$ cat config.mk
export PLATFORM = sky130hd
export DESIGN_NAME = rr_arbiter
export DESIGN_NICKNAME = d
export VERILOG_FILES = /design/src/rtl/rr_arbiter.sv
export SDC_FILE = /design/constraint.sdc
export NUM_CORES = 1
export LEC_CHECK = 0
export BUFFER_PORTS_ARGS = -buffer_cell sky130_fd_sc_hd__buf_2
export CAP_MARGIN = 25
export CORE_MARGIN = 10
export CORE_UTILIZATION = 35
export DETAILED_ROUTE_END_ITERATION = 10
export PLACE_DENSITY = 0.55
export SLEW_MARGIN = 30
export SYNTH_ARGS = -nofsm -noshare
export SYNTH_HDL_FRONTEND = slang
export SYNTH_SLANG_ARGS = --single-unit
$ cat constraint.sdc
create_clock -name clock -period 4.7 [get_ports clock]
set_input_delay 0.235 -clock clock [delete_from_list [all_inputs] [get_ports clock]]
set_output_delay 0.235 -clock clock [all_outputs]
set_load 0.005 [all_outputs]
$ cat src/rtl/rr_arbiter.sv
// Round-robin arbiter with a registered one-hot grant, hold-time limit and
// back-to-back re-arbitration on release, abort or timeout.
module rr_arbiter #(
    parameter int NUM_ENTRY = 8,
    parameter int MAX_HOLD  = 16
) (
    input  logic                 clock,
    input  logic                 reset,
    input  logic [NUM_ENTRY-1:0] I_Req,
    input  logic                 I_Release,
    output logic [NUM_ENTRY-1:0] O_Grant,
    output logic                 O_Valid,
    output logic                 O_Timeout
);
    localparam int PW = $clog2(NUM_ENTRY);
    localparam int CW = $clog2(MAX_HOLD + 1);
    localparam logic [CW-1:0] HOLD_LAST = CW'(MAX_HOLD - 1);
    localparam logic [CW-1:0] HOLD_SAT  = CW'(MAX_HOLD);
    localparam logic [PW-1:0] LAST_IDX  = PW'(NUM_ENTRY - 1);

    typedef enum logic {IDLE, GRANT} state_t;

    state_t               state, state_n;
    logic [PW-1:0]        ptr, ptr_n, win, nxt_ptr;
    logic [CW-1:0]        cnt, cnt_n;
    logic [NUM_ENTRY-1:0] grant_n;
    logic                 timeout_n, abort, hit_max;

    // First requester at or after base, wrapping; lowest offset wins.
    function automatic logic [NUM_ENTRY-1:0] rr_pick(input logic [NUM_ENTRY-1:0] req,
                                                     input logic [PW-1:0] base);
        logic [NUM_ENTRY-1:0] g;
        logic [PW-1:0]        idx;
        g = '0;
        for (int i = NUM_ENTRY - 1; i >= 0; i--) begin
            idx = PW'((int'(base) + i) % NUM_ENTRY);
            if (req[idx]) begin
                g      = '0;
                g[idx] = 1'b1;
            end
        end
        return g;
    endfunction

    always_comb begin
        win = '0;
        for (int i = 0; i < NUM_ENTRY; i++)
            if (O_Grant[i]) win = PW'(i);
    end

    assign nxt_ptr = (win == LAST_IDX) ? '0 : win + 1'b1;
    assign abort   = ~|(I_Req & O_Grant);
    assign hit_max = (cnt >= HOLD_LAST);
    assign O_Valid = |O_Grant;

    always_comb begin
        state_n   = state;
        grant_n   = O_Grant;
        ptr_n     = ptr;
        cnt_n     = cnt;
        timeout_n = 1'b0;
        case (state)
            IDLE: begin
                if (|I_Req) begin
                    grant_n = rr_pick(I_Req, ptr);
                    state_n = GRANT;
                    cnt_n   = '0;
                end
            end
            GRANT: begin
                if (I_Release || abort || hit_max) begin
                    ptr_n     = nxt_ptr;
                    // only a pure hold-limit expiry is reported as a timeout
                    timeout_n = hit_max & ~I_Release & ~abort;
                    cnt_n     = '0;
                    if (|I_Req) begin
                        grant_n = rr_pick(I_Req, nxt_ptr);
                    end else begin
                        grant_n = '0;
                        state_n = IDLE;
                    end
                end else if (cnt != HOLD_SAT) begin
                    cnt_n = cnt + 1'b1;
                end
            end
            default: begin
                state_n = IDLE;
                grant_n = '0;
            end
        endcase
    end

    always_ff @(posedge clock or posedge reset) begin
        if (reset) begin
            state     <= IDLE;
            O_Grant   <= '0;
            O_Timeout <= 1'b0;
            ptr       <= '0;
            cnt       <= '0;
        end else begin
            state     <= state_n;
            O_Grant   <= grant_n;
            O_Timeout <= timeout_n;
            ptr       <= ptr_n;
            cnt       <= cnt_n;
        end
    end
endmodule

==> impl_metrics.json, run 1 <==
{
  "yosysWarnings": 0,
  "synth_edf_count": 0,
  "drv_cap": 0,
  "fin_util_pct": 38.33,
  "synth_nets": 492,
  "dieArea_um2": 14210,
  "worst_pin_slew_ps": 894.5,
  "synth-seq-cells": 18,
  "post-route-min-period_ps": 4221,
  "avgSynthCellArea_um2": 7.405,
  "initial_core_util_pct": 35.56,
  "fmaxAchievable_mhz": 236.9,
  "cts-buffers-inserted": 3,
  "reg2regPathDepth": 13,
  "drc_errors": 0,
  "dp_hpwl_mm": 9.471,
  "crit_path_start": "O_Grant[2]",
  "clock_latency_ps": 260,
  "die_h_um": 119.2,
  "cts_tree": "built",
  "grt_use_total_pct": 17.50,
  "clockBufferDepth": 2,
  "cts_hold_buf": 0,
  "drv_slew": 0,
  "cp-end-kind": "register",
  "setup_violations": 0,
  "critPathArrivalTime_ps": 4390,
  "timing.rr.start": "O_Grant[2]",
  "grt_pass1_wl_mm": 21.18,
  "synth_cells": 465,
  "vias": 3975,
  "synth-main-ff-cell": "dfrtp_1",
  "grt_max_degree": 32,
  "ys_seq_area_share_pct": 13.08,
  "core_area_um2": 9684,
  "seq_area_um2": 450.4,
  "die_w_um": 119.2,
  "wire_per_inst_um": 21.26,
  "maxSlewHeadroom_pct": 39.86,
  "area_growth_pct": 7.813,
  "clkTransAtPathRegs_ps": 80,
  "rsz0062_at_grt": "no",
  "synth_cell_types": 66,
  "post_cts_buffers": 0,
  "critPathMaxFanout": 22,
  "setup.worst_path.start_class": "register",
  "drive_gt1_share_pct": 14.32,
  "finalCritPeriodShare_pct": 89.81,
  "cp.required_ps": 4870,
  "gp_congestion": 0.9879,
  "htree_levels": 1,
  "insertedDiodeCount": 0,
  "cts_resized": 0,
  "fillers": 1033,
  "crit_type": "register to register",
  "port-buffer-count": 20,
  "tns_ps": 0,
  "hold_violations": 0,
  "hp-class": "primary input to asynchronous set/reset pin",
  "ios": 21,
  "antenna_found_initial": 0,
  "outcome": "completed",
  "ant_nets": 0,
  "clockRootBuffer": "clkbuf_8",
  "grt_pass1_vias": 4000,
  "drt-pass1-iter-count": 8,
  "drt-initial-drc-count": 642,
  "drt-total-wl_mm": 12.78,
  "rows": 36,
  "vias_per_cell": 6.614,
  "grt_overflow": 0,
  "multi_input_area_um2": 2794,
  "synth-async-reset-ratio_pct": 100.0,
  "cts.sinks": 18,
  "fin_worst_skew_ps": 4.454,
  "synth_area_um2": 3443,
  "layout.nets": 496
}
[cell families after synthesis]
family | synth area share (%)
AO/OA/AOI/OAI | 29.54
XOR/XNOR | 2.725
multiplexers | 19.04
adder cells (fa/ha/maj) | 5.814
flip-flops | 13.08
AND/OR/NAND/NOR | 24.02
buffers and inverters | 5.777
[layout make-up]
class,instances,share of cell area (%)
Clock buffer,4,1.483
Multi-Input combinational cell,397,75.26
Tap cell,133,4.483
Sequential cell,18,12.13
Inverter,19,1.921
Timing Repair Buffer,30,4.719
[metal layers]
metal  global-route usage, %  part of all wire (%)  vias to the layer above  routed length (µm)
li1                        -                     -                     1781                   -
met1                   21.51                    39                     1878                5043
met2                   30.15                    48                      264                6197
met3                   2.220                   8.6                       52                1104
met4                   7.099                   3.4                        0                 434
met5                       0                     0                        -                   0
[flip-flops by register name, summed over array words and instances (netlist names)]
name       count
ptr            3
O_Grant        8
state          1
cnt            5
O_Timeout      1
[placed cells by master, fill, tap and decap left out, types with 7 or more instances in the layout]
master,n
nand2_1,62
nor2_1,43
a21oi_1,34
o21ai_0,25
buf_2,20
mux2i_1,19
nand3_1,19
dfrtp_1,18
mux4_2,16
ha_1,16
inv_1,15
nor3_1,13
o21ai_1,11
buf_4,10
a221oi_1,8
o211ai_1,8
and2_1,8
and3_1,7
a211oi_1,7
[worst max-delay path, stage by stage (launching register included)]
cell	delay [ps]
dfrtp_1	420
nand2b_1	170
a221oi_2	400
or2_1	180
buf_4	250
inv_2	230
ha_1	300
xor2_1	510
o211ai_1	400
nand2_1	350
a221oi_1	100
a2111oi_0	440
nor3_1	170
o31ai_1	210
[synthesized netlist by cell type, types with 4 or more instances]
cell type | instances | area [µm²]
nand3_1 | 19 | 95.09
o21ai_0 | 25 | 125.1
nand4_1 | 6 | 37.54
and2_1 | 8 | 50.05
o211ai_1 | 8 | 60.06
a31oi_1 | 6 | 37.54
a21oi_1 | 34 | 170.2
mux2i_1 | 19 | 190.2
and3_1 | 7 | 43.79
nor2_1 | 43 | 161.4
nor4b_1 | 4 | 35.03
mux4_2 | 16 | 360.4
a211oi_1 | 7 | 52.55
clkbuf_1 | 25 | 93.84
o31ai_1 | 6 | 45.04
o21ai_1 | 11 | 55.05
o221ai_1 | 5 | 43.79
nor2b_1 | 6 | 37.54
ha_1 | 16 | 200.2
xor2_1 | 4 | 35.03
a221oi_1 | 8 | 70.07
inv_1 | 15 | 56.30
nand2_1 | 62 | 232.7
mux2_2 | 6 | 67.56
dfrtp_1 | 18 | 450.4
nor4_1 | 4 | 25.02
nor3_1 | 13 | 65.06
[path summary, 6_finish.rpt]
kind | end | slack, ps
min in group clock | O_Timeout | 170
max in group asynchronous | cnt[4] | 4110
worst max-delay path | O_Grant[4] | 480
worst min-delay path | O_Grant[0] | 100
worst min register to register | cnt[4] | 550
worst max register to register | O_Grant[4] | 480
[per-stage QoR]
step                setup slack, ps  instance area [µm²]  std cells  hold slack, ps
finish                        478.9                 3712        601           101.1
global route                  199.3                 3712        601           166.1
CTS                           632.7                 3712        601           131.2
detailed placement            653.5                 3657        597           415.8
global placement              618.9                 3657        597           412.2
floorplan                     594.2                 3443        465           173.6
Power of run 1 is not shown: default switching activity piles up to over one toggle a cycle in this logic, so the estimate is an artifact.
==> inputs of run 2 (changes only) <==
- REMOVE_ABC_BUFFERS: not set -> 1
==> run 2 against run 1 <==
Register-to-register slack gained 120 ps. Sequential share of layout area hardly changed. First-iteration DRC count decreased by 26%. Final cell count up 0.17%. Die area did not move. Clock skew is 3.5 ps lower. Fmax is 2.9% higher. Sequential cell count did not move. Worst setup slack better by 120 ps. Routed wire length rose by 2.9%. Via count grew 0.23%. Worst hold slack about the same. Highest routed layer unchanged.
==> impl_metrics.json, run 2 (synthesis gave the netlist of run 1 again) <==
{
  "slowest_stage": "mux4_2",
  "grt_pass1_wl_mm": 20.78,
  "drc_errors": 0,
  "cts_resized": 0,
  "grt_max_degree": 32,
  "tns_ps": 0,
  "clock_latency_ps": 250,
  "layout.nets": 497,
  "post-route-min-period_ps": 4103,
  "port-buffer-count": 20,
  "antenna_found_initial": 0,
  "worst_pin_slew_ps": 815.1,
  "drv_slew": 0,
  "cts_tree": "built",
  "grt_overflow": 0,
  "dieArea_um2": 14210,
  "fin_util_pct": 38.41,
  "core_area_um2": 9684,
  "top_register": "O_Grant",
  "clkTransAtPathRegs_ps": 80,
  "maxSlewHeadroom_pct": 44.25,
  "fin_worst_skew_ps": 0.9253,
  "cp.required_ps": 4860,
  "insertedDiodeCount": 0,
  "grt_pass1_vias": 3647,
  "wire_per_inst_um": 21.83,
  "hp-class": "primary input to asynchronous set/reset pin",
  "die_w_um": 119.2,
  "dp_hpwl_mm": 9.806,
  "die_h_um": 119.2,
  "post-place-cells": 598,
  "critPathMaxFanout": 9,
  "cp-end-kind": "register",
  "drive_gt1_share_pct": 14.50,
  "rsz0062_at_grt": "no",
  "drt-initial-drc-count": 472,
  "grt_use_total_pct": 17.47,
  "area_growth_pct": 8.031,
  "setup.worst_path.start_class": "register",
  "layout_commonest_cell": "nand2_1",
  "crit_type": "register to register",
  "gp_congestion": 0.9717,
  "instances_no_fill": 602,
  "drv_cap": 0,
  "top_regs": "O_Grant: 8 flops, cnt: 5 flops, ptr: 3 flops",
  "ant_nets": 0,
  "setup_violations": 0,
  "vias": 3984,
  "drt-pass1-iter-count": 5,
  "hold_violations": 0,
  "finalCritPeriodShare_pct": 87.29,
  "critPathMostFrequentCell": "ha_1",
  "cpPeakStageDelay_ps": 670,
  "outcome": "completed",
  "layout_common_cells": "62 x nand2_1, 43 x nor2_1, 34 x a21oi_1",
  "ios": 21,
  "largest_reg_flops": 8,
  "rows": 36,
  "hold-worst-slack_ps": 101.5,
  "vias_per_cell": 6.618,
  "post_cts_buffers": 0,
  "htree_levels": 1,
  "cts.sinks": 18,
  "clockBufferDepth": 2,
  "initial_core_util_pct": 35.56,
  "critPathArrivalTime_ps": 4260,
  "drt-total-wl_mm": 13.14,
  "cts-buffers-inserted": 3,
  "cts_hold_buf": 0,
  "clockRootBuffer": "clkbuf_8",
  "crit_path_cell_trace": "nor2_1 -> a221oi_2 -> or2_1 -> ha_1 -> xnor2_2 -> inv_2 -> ha_1 -> mux4_2 -> mux2_4 -> a21oi_2 -> a31oi_1 -> o41ai_2",
  "fmaxAchievable_mhz": 243.7
}
-- run 2: worst max-delay path: cells and delay by family, from the launching register on --
kind	cells	cell delay [ps]
buffers and inverters	1	170
and+or+nand+nor	2	420
AOI/OAI and AO/OA	4	640
DFF	1	480
adders and majority gates	2	670
xor gates and xnor gates	1	590
muxes	2	1020
-- run 2: final cells by class --
type	instances	area, µm²
fillers	1021	5964
multi-input cells	397	2794
flip-flops and latches	18	450.4
repair buffers	31	182.7
well taps	133	166.4
inverters	19	71.32
clock buffers	4	55.05
-- run 2: path summary, 6_finish.rpt --
path	from	endpoint	slack [ps]	depth (start not counted)
setup / recovery	O_Grant[5]	O_Grant[0]	600	12
hold / removal	reset	O_Timeout	100	2
setup reg to reg	O_Grant[5]	O_Grant[0]	600	12
hold reg to reg	cnt[4]	cnt[4]	540	2
max in group asynchronous	reset	ptr[0]	4120	2
min in group clock	I_Release	O_Timeout	160	2
-- run 2: layer usage --
layer	vias up	share of wire [%]	routed length [µm]	GRT usage (%)
met5	-	0	0	0
met3	56	7.2	940	1.181
li1	1780	-	-	-
met4	0	4.0	532	6.412
met1	1897	41	5360	22.28
met2	251	48	6311	30.19
-- run 2: through the flow --
stage               area, µm²  worst slack, ps
floorplan                3316            521.2
global placement         3665            778.1
finish                   3720            597.4
global route             3720            287.3
CTS                      3720            621.2
detailed placement       3665            653.9
Power of run 2 is left out for the same reason.
==> inputs of run 3 (changes only) <==
- PLACE_DENSITY: 0.55 -> not set
- SKIP_CTS_REPAIR_TIMING: not set -> 1
==> run 3 against run 2 <==
Non-clock buffer count did not move. Critical path depth fell by 1. Routed wire length fell by 2.5%. Final cell count did not move. Via count fell by 0.23%. Fmax rose by 3.1%. Highest routed layer unchanged.
==> impl_metrics.json, run 3 (synthesis gave the netlist of run 1 again) <==
{
  "outcome": "completed",
  "port-buffer-count": 20,
  "cp-end-kind": "register",
  "grt_max_degree": 32,
  "largest_reg_flops": 8,
  "dp_hpwl_mm": 9.487,
  "wire_per_inst_um": 21.28,
  "die_h_um": 119.2,
  "rows": 36,
  "cp.required_ps": 4880,
  "tns_ps": 0,
  "fin_worst_skew_ps": 3.908,
  "area_growth_pct": 8.031,
  "top_regs": "O_Grant: 8 flops, cnt: 5 flops, ptr: 3 flops",
  "grt_use_total_pct": 17.26,
  "top_register": "O_Grant",
  "cts_tree": "built",
  "instances_no_fill": 602,
  "htree_levels": 1,
  "drt-initial-drc-count": 425,
  "post-place-cells": 598,
  "critPathMaxFanout": 14,
  "initial_core_util_pct": 35.56,
  "clockRootBuffer": "clkbuf_8",
  "ant_nets": 0,
  "fmaxAchievable_mhz": 251.3,
  "drt-total-wl_mm": 12.81,
  "cts-buffers-inserted": 3,
  "grt_pass1_vias": 3743,
  "clkTransAtPathRegs_ps": 80,
  "placed_cell_area_um2": 3665,
  "drv_slew": 0,
  "r2r_slack_ps": 720,
  "drive_gt1_share_pct": 14.50,
  "grt_overflow": 0,
  "grt_pass1_wl_mm": 20.75,
  "hp-class": "primary input to asynchronous set/reset pin",
  "setup_ws_ps": 720.2,
  "gp_congestion": 1.039,
  "timing.rr.start": "O_Grant[2]",
  "core_area_um2": 9684,
  "layout_commonest_cell": "nand2_1",
  "reg2regPathDepth": 11,
  "ios": 21,
  "rsz0062_at_grt": "no",
  "antenna_found_initial": 0,
  "vias": 3975,
  "dp_slack_ps": 832.9,
  "layout.nets": 497,
  "crit_type": "register to register",
  "setup_violations": 0,
  "post-route-min-period_ps": 3980,
  "finalCritPeriodShare_pct": 84.68,
  "drc_errors": 0,
  "hold_violations": 0,
  "drv_cap": 0,
  "stdcell_area_um2": 3720,
  "layout_common_cells": "62 x nand2_1, 43 x nor2_1, 34 x a21oi_1",
  "drt-pass1-iter-count": 5,
  "insertedDiodeCount": 0,
  "cts.sinks": 18,
  "dieArea_um2": 14210,
  "setup.worst_path.start_class": "register",
  "worst_pin_slew_ps": 788.0,
  "critPathArrivalTime_ps": 4160,
  "r2r_end": "O_Grant[6]",
  "clockBufferDepth": 2,
  "vias_per_cell": 6.603,
  "maxSlewHeadroom_pct": 46.11,
  "clock_latency_ps": 250,
  "die_w_um": 119.2
}
run 3: cell counts in the layout (fill, tap and decap cells not counted):
No cell type changed its count.
run 3: worst max-delay path: stages (launching register included):
cell and delay (ps):
dfrtp_1 420, nand2b_1 170, a221oi_2 400, or2_1 180, ha_1 450, inv_1 230
ha_1 460, mux4_2 670, mux2_1 390, nor3_1 270, nor4_1 120, o21ai_1 150
run 3: final cells by class:
type	instances	area (µm²)
multi-input combinational	397	2794
tap	133	166.4
clock buffer	4	55.05
sequential	18	450.4
fill	1019	5964
timing repair buffer	31	182.7
inverter	19	71.32
run 3: per-stage QoR:
step                hold slack [ps]  util [%]
CTS                           114.1     38.41
global placement              383.2     37.84
detailed placement            390.3     37.84
floorplan                     173.6         -
global route                  125.1     38.41
finish                        87.72     38.41
run 3: per-layer routing:
layer	track usage [%]	up-vias	share of wire [%]
li1	-	1781	-
met1	22.93	1877	41
met2	28.87	262	47
met3	1.086	55	8.3
met4	6.031	0	4.1
met5	0	-	0
run 3: worst max-delay path by stage:
stage,from,to,slack [ps],cells past startpoint
2_1_floorplan,O_Grant[2],O_Grant[0],520,11
3_3_place_gp,O_Grant[2],O_Grant[6],930,11
3_5_place_dp,O_Grant[2],O_Grant[0],830,11
4_1_cts,O_Grant[2],O_Grant[0],810,11
5_1_grt,O_Grant[2],O_Grant[4],490,12
6_report,O_Grant[2],O_Grant[6],720,11
Power of run 3 is left out for the same reason.
